<file path="src/rtl/mem_port_arbiter.sv">
// Round-robin arbiter sharing one single-port memory between a CPU port (r0) and a loader (r1).
// Define ARB_STATS_EN to add per-requester completed-transaction counters.
module mem_port_arbiter #(
  parameter int unsigned ADDR_W  = 32,
  parameter int unsigned DATA_W  = 32,
  parameter int unsigned MEM_LAT = 1
) (
  input  logic              clk,
  input  logic              rst,
  input  logic              r0_req,
  input  logic              r0_we,
  input  logic [ADDR_W-1:0] r0_addr,
  input  logic [DATA_W-1:0] r0_wdata,
  output logic              r0_gnt,
  output logic              r0_done,
  output logic [DATA_W-1:0] r0_rdata,
  input  logic              r1_req,
  input  logic              r1_we,
  input  logic [ADDR_W-1:0] r1_addr,
  input  logic [DATA_W-1:0] r1_wdata,
  output logic              r1_gnt,
  output logic              r1_done,
  output logic [DATA_W-1:0] r1_rdata,
  output logic              mem_en,
  output logic              mem_we,
  output logic [ADDR_W-1:0] mem_addr,
  output logic [DATA_W-1:0] mem_wdata,
  input  logic [DATA_W-1:0] mem_rdata
`ifdef ARB_STATS_EN
  ,
  output logic [31:0]       stat_cnt0,
  output logic [31:0]       stat_cnt1
`endif
);

  typedef enum logic [1:0] {StIdle, StIssue, StWait, StDone} state_e;

  localparam logic [3:0] LatCnt = 4'(MEM_LAT);

  state_e     state_q;
  logic       last_gnt_q;  // 1: r1 was granted most recently
  logic       owner_q;     // 1: r1 owns the in-flight transaction
  logic [3:0] cnt_q;
  logic       pick_r1;

  // On a tie, the requester not served last wins.
  assign pick_r1 = r1_req && (!r0_req || !last_gnt_q);

  always_ff @(posedge clk) begin
    if (rst) begin
      state_q    <= StIdle;
      last_gnt_q <= 1'b1;
      owner_q    <= 1'b0;
      cnt_q      <= '0;
      r0_gnt     <= 1'b0;
      r0_done    <= 1'b0;
      r0_rdata   <= '0;
      r1_gnt     <= 1'b0;
      r1_done    <= 1'b0;
      r1_rdata   <= '0;
      mem_en     <= 1'b0;
      mem_we     <= 1'b0;
      mem_addr   <= '0;
      mem_wdata  <= '0;
`ifdef ARB_STATS_EN
      stat_cnt0  <= '0;
      stat_cnt1  <= '0;
`endif
    end else begin
      mem_en  <= 1'b0;
      r0_done <= 1'b0;
      r1_done <= 1'b0;
      unique case (state_q)
        StIdle: begin
          if (r0_req || r1_req) begin
            owner_q    <= pick_r1;
            last_gnt_q <= pick_r1;
            r0_gnt     <= !pick_r1;
            r1_gnt     <= pick_r1;
            mem_en     <= 1'b1;
            mem_we     <= pick_r1 ? r1_we    : r0_we;
            mem_addr   <= pick_r1 ? r1_addr  : r0_addr;
            mem_wdata  <= pick_r1 ? r1_wdata : r0_wdata;
            state_q    <= StIssue;
          end
        end
        StIssue: begin
          cnt_q   <= LatCnt;
          state_q <= StWait;
        end
        StWait: begin
          if (cnt_q == 4'd1) begin
            state_q <= StDone;
            if (owner_q) begin
              r1_done <= 1'b1;
              if (!mem_we) r1_rdata <= mem_rdata;
`ifdef ARB_STATS_EN
              stat_cnt1 <= stat_cnt1 + 32'd1;
`endif
            end else begin
              r0_done <= 1'b1;
              if (!mem_we) r0_rdata <= mem_rdata;
`ifdef ARB_STATS_EN
              stat_cnt0 <= stat_cnt0 + 32'd1;
`endif
            end
          end else begin
            cnt_q <= cnt_q - 4'd1;
          end
        end
        StDone: begin
          r0_gnt  <= 1'b0;
          r1_gnt  <= 1'b0;
          state_q <= StIdle;
        end
      endcase
    end
  end

endmodule

</file>
<file path="config.mk">
export PLATFORM = sky130hd
export DESIGN_NAME = mem_port_arbiter
export DESIGN_NICKNAME = d
export VERILOG_FILES = /design/src/rtl/mem_port_arbiter.sv
export SDC_FILE = /design/constraint.sdc
export NUM_CORES = 1
export LEC_CHECK = 0
export CAP_MARGIN = 30
export CORE_MARGIN = 2
export CORE_UTILIZATION = 43
export CTS_CLUSTER_SIZE = 24
export DETAILED_ROUTE_END_ITERATION = 16
export HOLD_SLACK_MARGIN = 0.12
export PLACE_DENSITY = 0.85
export SYNTH_ARGS = -nofsm -noshare
export SYNTH_HDL_FRONTEND = slang
export SYNTH_SLANG_ARGS = --single-unit
</file>
<file path="constraint.sdc">
create_clock -name clk -period 2.6 [get_ports clk]
set_clock_uncertainty 0.05 [all_clocks]
set_input_delay 0.65 -clock clk [delete_from_list [all_inputs] [get_ports clk]]
set_output_delay 0.65 -clock clk [all_outputs]
set_load 0.01 [all_outputs]
</file>
==> results of run 1 <==
## stage by stage
stage	hold WS [ns]	cells	power [mW]	instance area, sq um	setup WS (ns)
2_1_floorplan	0.421	608	4.13	5850	0.821
4_1_cts	0.407	1082	8.09	9630	0.336
3_5_place_dp	0.396	1050	5.60	9040	0.239
3_3_place_gp	0.392	1050	5.56	9040	0.279
5_1_grt	0.425	1082	8.43	9630	0.305
6_report	0.404	1082	8.04	9630	0.363
## worst register-to-register path: cells and delay by family (launching register included)
family | cells | cell delay [ns]
flip-flops | 1 | 0.33
AND/OR/NAND/NOR | 2 | 0.88
buffers and inverters | 1 | 0.12
multiplexers | 1 | 0.30
adder cells (fa/ha/maj) | 1 | 0.24
## logic make-up (layout without fill, tap and decap cells)
logic type | Yosys count | after routing
AOI/OAI and AO/OA | 146 | 146
DFF | 142 | 142
muxes | 132 | 132
and+or+nand+nor | 126 | 126
buffers and inverters | 55 | 353
adders and majority gates | 7 | 7
## cell usage after synthesis, types with 3 or more instances
master	n
nand3_1	5
inv_1	5
mux2i_1	132
buf_2	7
buf_4	5
o21ai_0	69
buf_1	4
dfxtp_1	142
a21oi_1	69
nor2_1	3
clkbuf_1	31
ha_1	7
nand2_1	99
## cell type report
type,count,area [sq um]
fillers,984,3660
repair buffers,316,3200
flip-flops and latches,142,2840
multi-input cells,411,2760
clock buffers,21,450
well taps,176,220
clock inverters,11,141
inverters,5,21.3
## placed cells by master, fill, tap and decap left out, drive strengths merged
cell           instances
or4                    1
nor4b                  2
nor3b                  1
a21oi                 69
mux2i                132
nor4                   2
nor2                   3
o21ai                 69
nand3b                 2
a22oi                  1
o21a                   1
or3b                   1
nand2                 99
and3                   1
buf                   17
or4b                   1
nand3                  5
clkinvlp               3
nor3                   2
dfxtp                142
clkbuf                21
nand2b                 2
ha                     7
a21boi                 1
a211o                  1
or3                    2
a21o                   1
nor2b                  2
clkinv                 5
a211oi                 2
inv                    5
a311oi                 1
bufinv                 3
clkdlybuf4s50        299
## power by group
part / switching (mW) / internal (mW)
Sequential: 0.298 / 2.64
Combinational: 1.24 / 1.43
Clock: 0.908 / 1.53
## layer usage
metal  up-vias  track usage  wire length [microns]
met5         -            0                      0
met4         0        0.115                    573
met3        38       0.0877                   1670
met2       240        0.411                   8940
met1      2603        0.290                   7490
li1       2686            -                      -
## registers in the layout, indices dropped and copies added (netlist names)
name        flops
state_q         2
r1_done         1
mem_wdata      32
r1_gnt          1
r0_rdata       32
cnt_q           4
r0_done         1
r0_gnt          1
mem_we          1
mem_addr       32
last_gnt_q      1
owner_q         1
mem_en          1
r1_rdata       32
## worst paths after layout
check,slack (ns),end,depth (start not counted)
min,0.40,r0_rdata[30]$_SDFFE_PP0P_,2
max reg2reg,0.60,r1_rdata[20]$_SDFFE_PP0P_,5
max,0.36,mem_we,1
min reg2reg,0.40,r0_rdata[30]$_SDFFE_PP0P_,2
==> run metrics, run 1 <==
I/O pin total=300; Initial Util=0.440; # rows=42; Max H-tree Level=4; Final setup viols=0; actual slew at the worst max-slew pin=0.542 ns; drt first pass iters=4; combinational family with the most area after synthesis=multiplexers; Ys Warns=0; largest stage delay on the critical path=about 0.64 ns; n_diodes=0; Vias=approximately 5600; gr ovfl total=0; Worst Hold Class=flip-flop to flip-flop; TNS Setup=0 ns; global-route wire length before repair=28000 microns; WL per Instance=17.3 microns; Synth area leader=dfxtp_1; critical path class=flip-flop to output port; CTS Buf Count=17; initial antenna violation count=0; Global Route Usage Sum=0.249; Iter 0 DRT Violations=292; CP max FO=6; CTS Root Cell=clkbuf_16; syn nets=roughly 780; Syn Inst Count=about 610; Max stage delay cell, worst path=clkdlybuf4s50_1; synthesized area per cell=9.63 sq um; P_leak=3.83 nW; DRC=0; Post-DRT Antenna Nets=0; register clock-pin slew on the reported worst setup and hold paths=approximately 0.06 ns; Synth top area share=0.486; outcome=complete, no violations; post-synthesis mux area share=0.226; ranking of synthesized cells by area=dfxtp_1, mux2i_1, nand2_1; post-synthesis xor/xnor area fraction=0; die area=about 15000 sq um; Setup crit start=mem_we$_SDFFE_PP0P_; CP arrival=between 1.5 and 2 ns; hold path start=r0_rdata[30]$_SDFFE_PP0P_; Yosys cell types=36; ys async rst share=0; I/O Buffers=299; die width=121 microns; Routed WL=about 19000 microns; fin util=0.724; vias in the first global route=approximately 5400; FF+latch count, synth=142; Synth Flop Type=dfxtp_1; nets=1066; DIE HEIGHT=around 120 microns; Crit. End Element=output port; Final min period=2.24 ns; unrepaired setup endpoints after global routing=false; sequential area share after synthesis=0.486; setup bufs post-CTS=0; CTS tree=yes; largest net degree at the start of global routing=60; maximum VDD drop=between 0.5 and 0.6 mV; FMAX=0.447 GHz; simple-gate share of the synthesized area=0.0977; hold bufs inserted after CTS=0; CP top delay family=buffers and inverters; worst r2r src=state_q[0]$_SDFFE_PP0P_; gpl congestion=0.832; Max-slew headroom=0.639; detailed placement HPWL=13400 microns; Post-synth EDFFs=0; cell chain of the critical path=clkdlybuf4s50_1; CORE AREA=13300 sq um; worst path bufs/invs=1; max-slew violation count=0; via-per-instance ratio=~5.1; layout cells sized above 1=0.0585; TritonCTS Sinks=142; crit share post-route=0.861; Skew-Pair Late Insertion Delay=0.42 ns; # resized after CTS=0; Critical Path RT=1.90 ns; final count of hold timing violations=0; synthesized-area fraction occupied by adder cells=0.0150; synthesized area=5850 sq um; area added between synthesis and finish=64.5%; CP startpoint kind=flip-flop; max_cap viols=0; power density cells=between 800 and 900 nW/um^2; compound-cell area share of the yosys netlist=0.129; clk buf depth=2
Note: power is estimated with default switching activity, not from simulation.
==> run 2, diff against run 1 <==
==> constraint.sdc (replaced) <==
create_clock -name clk -period 2.6 [get_ports clk]
set_clock_uncertainty 0.05 [all_clocks]
set_input_delay 0.39 -clock clk [delete_from_list [all_inputs] [get_ports clk]]
set_output_delay 0.39 -clock clk [all_outputs]
set_load 0.01 [all_outputs]
==> run metrics, run 2 (synthesis gave the netlist of run 1 again) <==
P_leak=3.85 nW; I/O pin total=300; commonest non-fill, non-tap cells in the layout=clkdlybuf4s50_1, dfxtp_1, mux2i_1; # resized after CTS=0; layout cells sized above 1=0.0618; met2 Usage GRT=0.433; maximum VDD drop=around 0.54 mV; power density cells=836 nW/um^2; Max stage delay cell, worst path=or4b_4; worst setup path end=r1_rdata[17]$_SDFFE_PP0P_; TNS Setup=0 ns; largest stage delay on the critical path=0.74 ns; actual slew at the worst max-slew pin=0.499 ns; FMAX=0.453 GHz; multi-input logic area=about 2800 sq um; max_cap viols=0; I/O Buffers=299; CORE AREA=13300 sq um; Global Route Usage Sum=0.253; via-per-instance ratio=5.11; outcome=complete, no violations; worst r2r src=state_q[0]$_SDFFE_PP0P_; gr ovfl total=0; Max-slew headroom=0.667; DIE HEIGHT=~120 microns; Reg area=approximately 2800 sq um; TritonCTS Sinks=142; WL per Instance=17.0 microns; detailed placement HPWL=13400 microns; unrepaired setup endpoints after global routing=false; Final setup viols=0; area added between synthesis and finish=65.4%; die area=roughly 15000 sq um; DRC=0; Skew-Pair Late Insertion Delay=0.42 ns; M3 GR Usage=0.0967; largest net degree at the start of global routing=slightly below 70; reg2reg path depth=5; Initial Util=0.440; reg2reg end=r1_rdata[17]$_SDFFE_PP0P_; CTS Root Cell=clkbuf_16; CP max FO=24; initial antenna violation count=1; hold depth=2; clk buf depth=2; max-slew violation count=0; Iter 0 DRT Violations=288; CP arrival=2.44 ns; Crit. path cell count=5; gpl congestion=0.859; vias in the first global route=5427; critical path class=flip-flop to flip-flop; cell chain of the critical path=inv_1 > ha_1 > nand3b_4 > or4b_4 > mux2i_1; flop2flop setup slack=approximately 0.39 ns; Routed WL=18400 microns; GRT Max-Usage Layer=met2; Crit. End Element=flip-flop; setup bufs post-CTS=0; Setup crit start=state_q[0]$_SDFFE_PP0P_; final count of hold timing violations=0; Post-DRT Antenna Nets=0; nets=1066; CTS tree=yes; crit share post-route=0.849; Power, Total=roughly 8 mW; Critical Path RT=2.84 ns; hold bufs inserted after CTS=0; Final min period=between 2 and 2.5 ns; register clock-pin slew on the reported worst setup and hold paths=0.06 ns; grt met1 use=0.281; # rows=42; global-route wire length before repair=28500 microns; # fillers=958; die width=121 microns; worst path bufs/invs=1; Vias=around 5500; most common cell after layout, fill and taps aside=clkdlybuf4s50_1; Max H-tree Level=4; CP startpoint kind=flip-flop; drt first pass iters=5; Worst Hold Class=flip-flop to flip-flop; CP top delay family=simple AND/OR/NAND/NOR gates; CTS Buf Count=17
-- run 2: report_power, final --
part | internal, mW | switching (mW)
clock | 1.60 | 0.951
combinational | 1.41 | 1.23
sequential | 2.64 | 0.279
-- run 2: per-stage QoR --
stage	util	setup slack (ns)	hold slack (ns)	instances	cell area (sq um)
after floorplan	-	0.821	0.421	608	5850
after global placement	0.682	0.407	0.392	1050	9060
after detailed placement	0.682	0.344	0.396	1050	9060
after CTS	0.728	0.398	0.408	1082	9680
after global routing	0.728	0.218	0.423	1083	9690
final	0.728	0.394	0.406	1083	9690
-- run 2: worst register-to-register path, cell delays in order (launching register included) --
cell	delay, ns
dfxtp_1	0.33
inv_1	0.12
ha_1	0.43
nand3b_4	0.18
or4b_4	0.74
mux2i_1	0.23
-- run 2: area by class of cell --
type,instances,area share
Antenna cell,1,0.000258
Clock buffer,17,0.0439
Clock inverter,15,0.0200
Inverter,5,0.00220
Multi-Input combinational cell,411,0.285
Sequential cell,142,0.294
Tap cell,176,0.0227
Timing Repair Buffer,316,0.333
-- run 2: worst min path at each step --
| stage | start | slack (ns) | to |
|---|---|---|---|
| global placement | r0_rdata[21]$_SDFFE_PP0P_ | 0.39 | r0_rdata[21]$_SDFFE_PP0P_ |
| finish | r0_rdata[31]$_SDFFE_PP0P_ | 0.41 | r0_rdata[31]$_SDFFE_PP0P_ |
| floorplan | state_q[1]$_SDFFE_PP0P_ | 0.42 | state_q[1]$_SDFFE_PP0P_ |
| global route | r0_rdata[1]$_SDFFE_PP0P_ | 0.42 | r0_rdata[1]$_SDFFE_PP0P_ |
| CTS | r0_rdata[28]$_SDFFE_PP0P_ | 0.41 | r0_rdata[28]$_SDFFE_PP0P_ |
| detailed placement | r0_rdata[28]$_SDFFE_PP0P_ | 0.40 | r0_rdata[28]$_SDFFE_PP0P_ |
-- run 2: routing by layer --
metal / vias up / wire (microns)
li1: 2680 / -
met1: 2569 / 7140
met2: 241 / 8970
met3: 41 / 1750
met4: 0 / 535
met5: - / 0
==> run 3, diff against run 2 <==
--- a/config.mk
+++ b/config.mk
@@ -7,11 +7,11 @@
 export LEC_CHECK = 0
 export CAP_MARGIN = 30
 export CORE_MARGIN = 2
-export CORE_UTILIZATION = 43
+export CORE_UTILIZATION = 40
 export CTS_CLUSTER_SIZE = 24
 export DETAILED_ROUTE_END_ITERATION = 16
 export HOLD_SLACK_MARGIN = 0.12
-export PLACE_DENSITY = 0.85
+export PLACE_DENSITY = 0.8
 export SYNTH_ARGS = -nofsm -noshare
 export SYNTH_HDL_FRONTEND = slang
 export SYNTH_SLANG_ARGS = --single-unit
==> constraint.sdc (replaced) <==
create_clock -name clk -period 2.15 [get_ports clk]
set_clock_uncertainty 0.05 [all_clocks]
set_input_delay 0.3225 -clock clk [delete_from_list [all_inputs] [get_ports clk]]
set_output_delay 0.3225 -clock clk [all_outputs]
set_load 0.01 [all_outputs]
==> run metrics, run 3 (synthesis gave the netlist of run 1 again) <==
outcome=complete, no violations; TritonCTS Sinks=142; Final min period=1.96 ns; setup ws final=0.191 ns; hold path start=r1_rdata[15]$_SDFFE_PP0P_; most common cell after layout, fill and taps aside=clkdlybuf4s50_1; Max-slew headroom=0.652; I/O pin total=300; critical path class=flip-flop to flip-flop; unrepaired setup endpoints after global routing=false; n_diodes=0; DP Worst Slack=0.0635 ns; Crit. End Element=flip-flop; power density cells=around 1000 nW/um^2; hold bufs inserted after CTS=0; max-slew violation count=0; nets=between 1000 and 1500; gpl congestion=0.858; FMAX=between 0.5 and 0.6 GHz; Max H-tree Level=4; layout cells sized above 1=0.0637; CP startpoint kind=flip-flop; final count of hold timing violations=0; DIE HEIGHT=roughly 120 microns; worst r2r src=state_q[0]$_SDFFE_PP0P_; Final setup viols=0; CORE AREA=~14000 sq um; register clock-pin slew on the reported worst setup and hold paths=0.06 ns; I/O Buffers=299; drt first pass iters=4; Global Route Usage Sum=0.225; Post-DRT Antenna Nets=0; commonest non-fill, non-tap cells in the layout=clkdlybuf4s50_1, dfxtp_1, mux2i_1; # rows=44; detailed placement HPWL=around 13000 microns; die area=15600 sq um; largest net degree at the start of global routing=47; vias in the first global route=about 5300; area added between synthesis and finish=66.1%; # resized after CTS=0; crit share post-route=0.911; TNS Setup=0 ns; Vias=5414; WL per Instance=approximately 17 microns; CTS Root Cell=clkbuf_16; flop2flop setup slack=0.19 ns; Initial Util=0.406; Worst Hold Class=flip-flop to flip-flop; CP max FO=24; CTS Buf Count=17; Worst Hold End=r1_rdata[15]$_SDFFE_PP0P_; Routed WL=18100 microns; via-per-instance ratio=around 4.9; die width=125 microns; Iter 0 DRT Violations=just over 200; Skew-Pair Late Insertion Delay=0.41 ns; global-route wire length before repair=27800 microns; max_cap viols=0; setup bufs post-CTS=0; hold depth=2; Critical Path RT=2.38 ns; reg2reg path depth=5; reg2reg end=r1_rdata[16]$_SDFFE_PP0P_; gr ovfl total=0; CP arrival=roughly 2.2 ns; actual slew at the worst max-slew pin=0.523 ns; DRC=0; clk buf depth=2; P_leak=3.87 nW; initial antenna violation count=0; maximum VDD drop=0.684 mV; CTS tree=yes
[run 3: changes by cell type in the layout (fill, tap and decap cells not counted), sizes merged]
cell	previous run	this run
clkinv	7	4
clkbuf	17	20
bufinv	4	3
buf	17	22
diode	1	0
[run 3: area by class of cell]
class | count | area, sq um
Clock buffer | 20 | 447
Clock inverter | 11 | 141
Fill cell | 1122 | 4700
Inverter | 5 | 21.3
Multi-Input combinational cell | 411 | 2760
Sequential cell | 142 | 2840
Tap cell | 184 | 230
Timing Repair Buffer | 321 | 3280
[run 3: power by group]
| part | internal [mW] | switching (mW) |
|---|---|---|
| clock | 1.84 | 1.11 |
| combinational | 1.76 | 1.46 |
| sequential | 3.19 | 0.352 |
[run 3: per-layer routing]
metal | global-route usage | up-vias | wire length (microns)
met4 | 0.0954 | 0 | 523
met1 | 0.264 | 2456 | 7480
li1 | - | 2699 | -
met5 | 0 | - | 0
met3 | 0.0886 | 35 | 1580
met2 | 0.369 | 224 | 8470
[run 3: worst max-delay path: stages (launching register included)]
cell and delay [ns]:
dfxtp_1 0.33, inv_1 0.12, ha_1 0.24, nand3b_4 0.13, or4b_4 0.74, mux2i_1 0.20
[run 3: worst max-delay path by stage]
stage                             from                   endpoint  slack (ns)  cells past startpoint
2_1_floorplan  state_q[0]$_SDFFE_PP0P_  r1_rdata[12]$_SDFFE_PP0P_        0.37                      7
3_3_place_gp                    r1_req  mem_addr[22]$_SDFFE_PP0P_        0.15                      6
3_5_place_dp                    r1_req   mem_addr[8]$_SDFFE_PP0P_        0.06                      6
4_1_cts        state_q[0]$_SDFFE_PP0P_  r1_rdata[24]$_SDFFE_PP0P_        0.18                      5
5_1_grt        state_q[0]$_SDFFE_PP0P_  r1_rdata[16]$_SDFFE_PP0P_        0.10                      5
6_report       state_q[0]$_SDFFE_PP0P_  r1_rdata[16]$_SDFFE_PP0P_        0.19                      5
[run 3: through the flow]
stage / hold slack [ns] / instances / instance area, sq um / utilization / total power [mW]
3_5_place_dp: 0.397 / 1063 / 9140 / 0.633 / 6.79
3_3_place_gp: 0.391 / 1063 / 9140 / 0.633 / 6.77
5_1_grt: 0.426 / 1094 / 9720 / 0.674 / 10.2
6_report: 0.406 / 1094 / 9720 / 0.674 / 9.72
2_1_floorplan: 0.421 / 608 / 5850 / - / 4.99
4_1_cts: 0.410 / 1094 / 9720 / 0.674 / 9.81
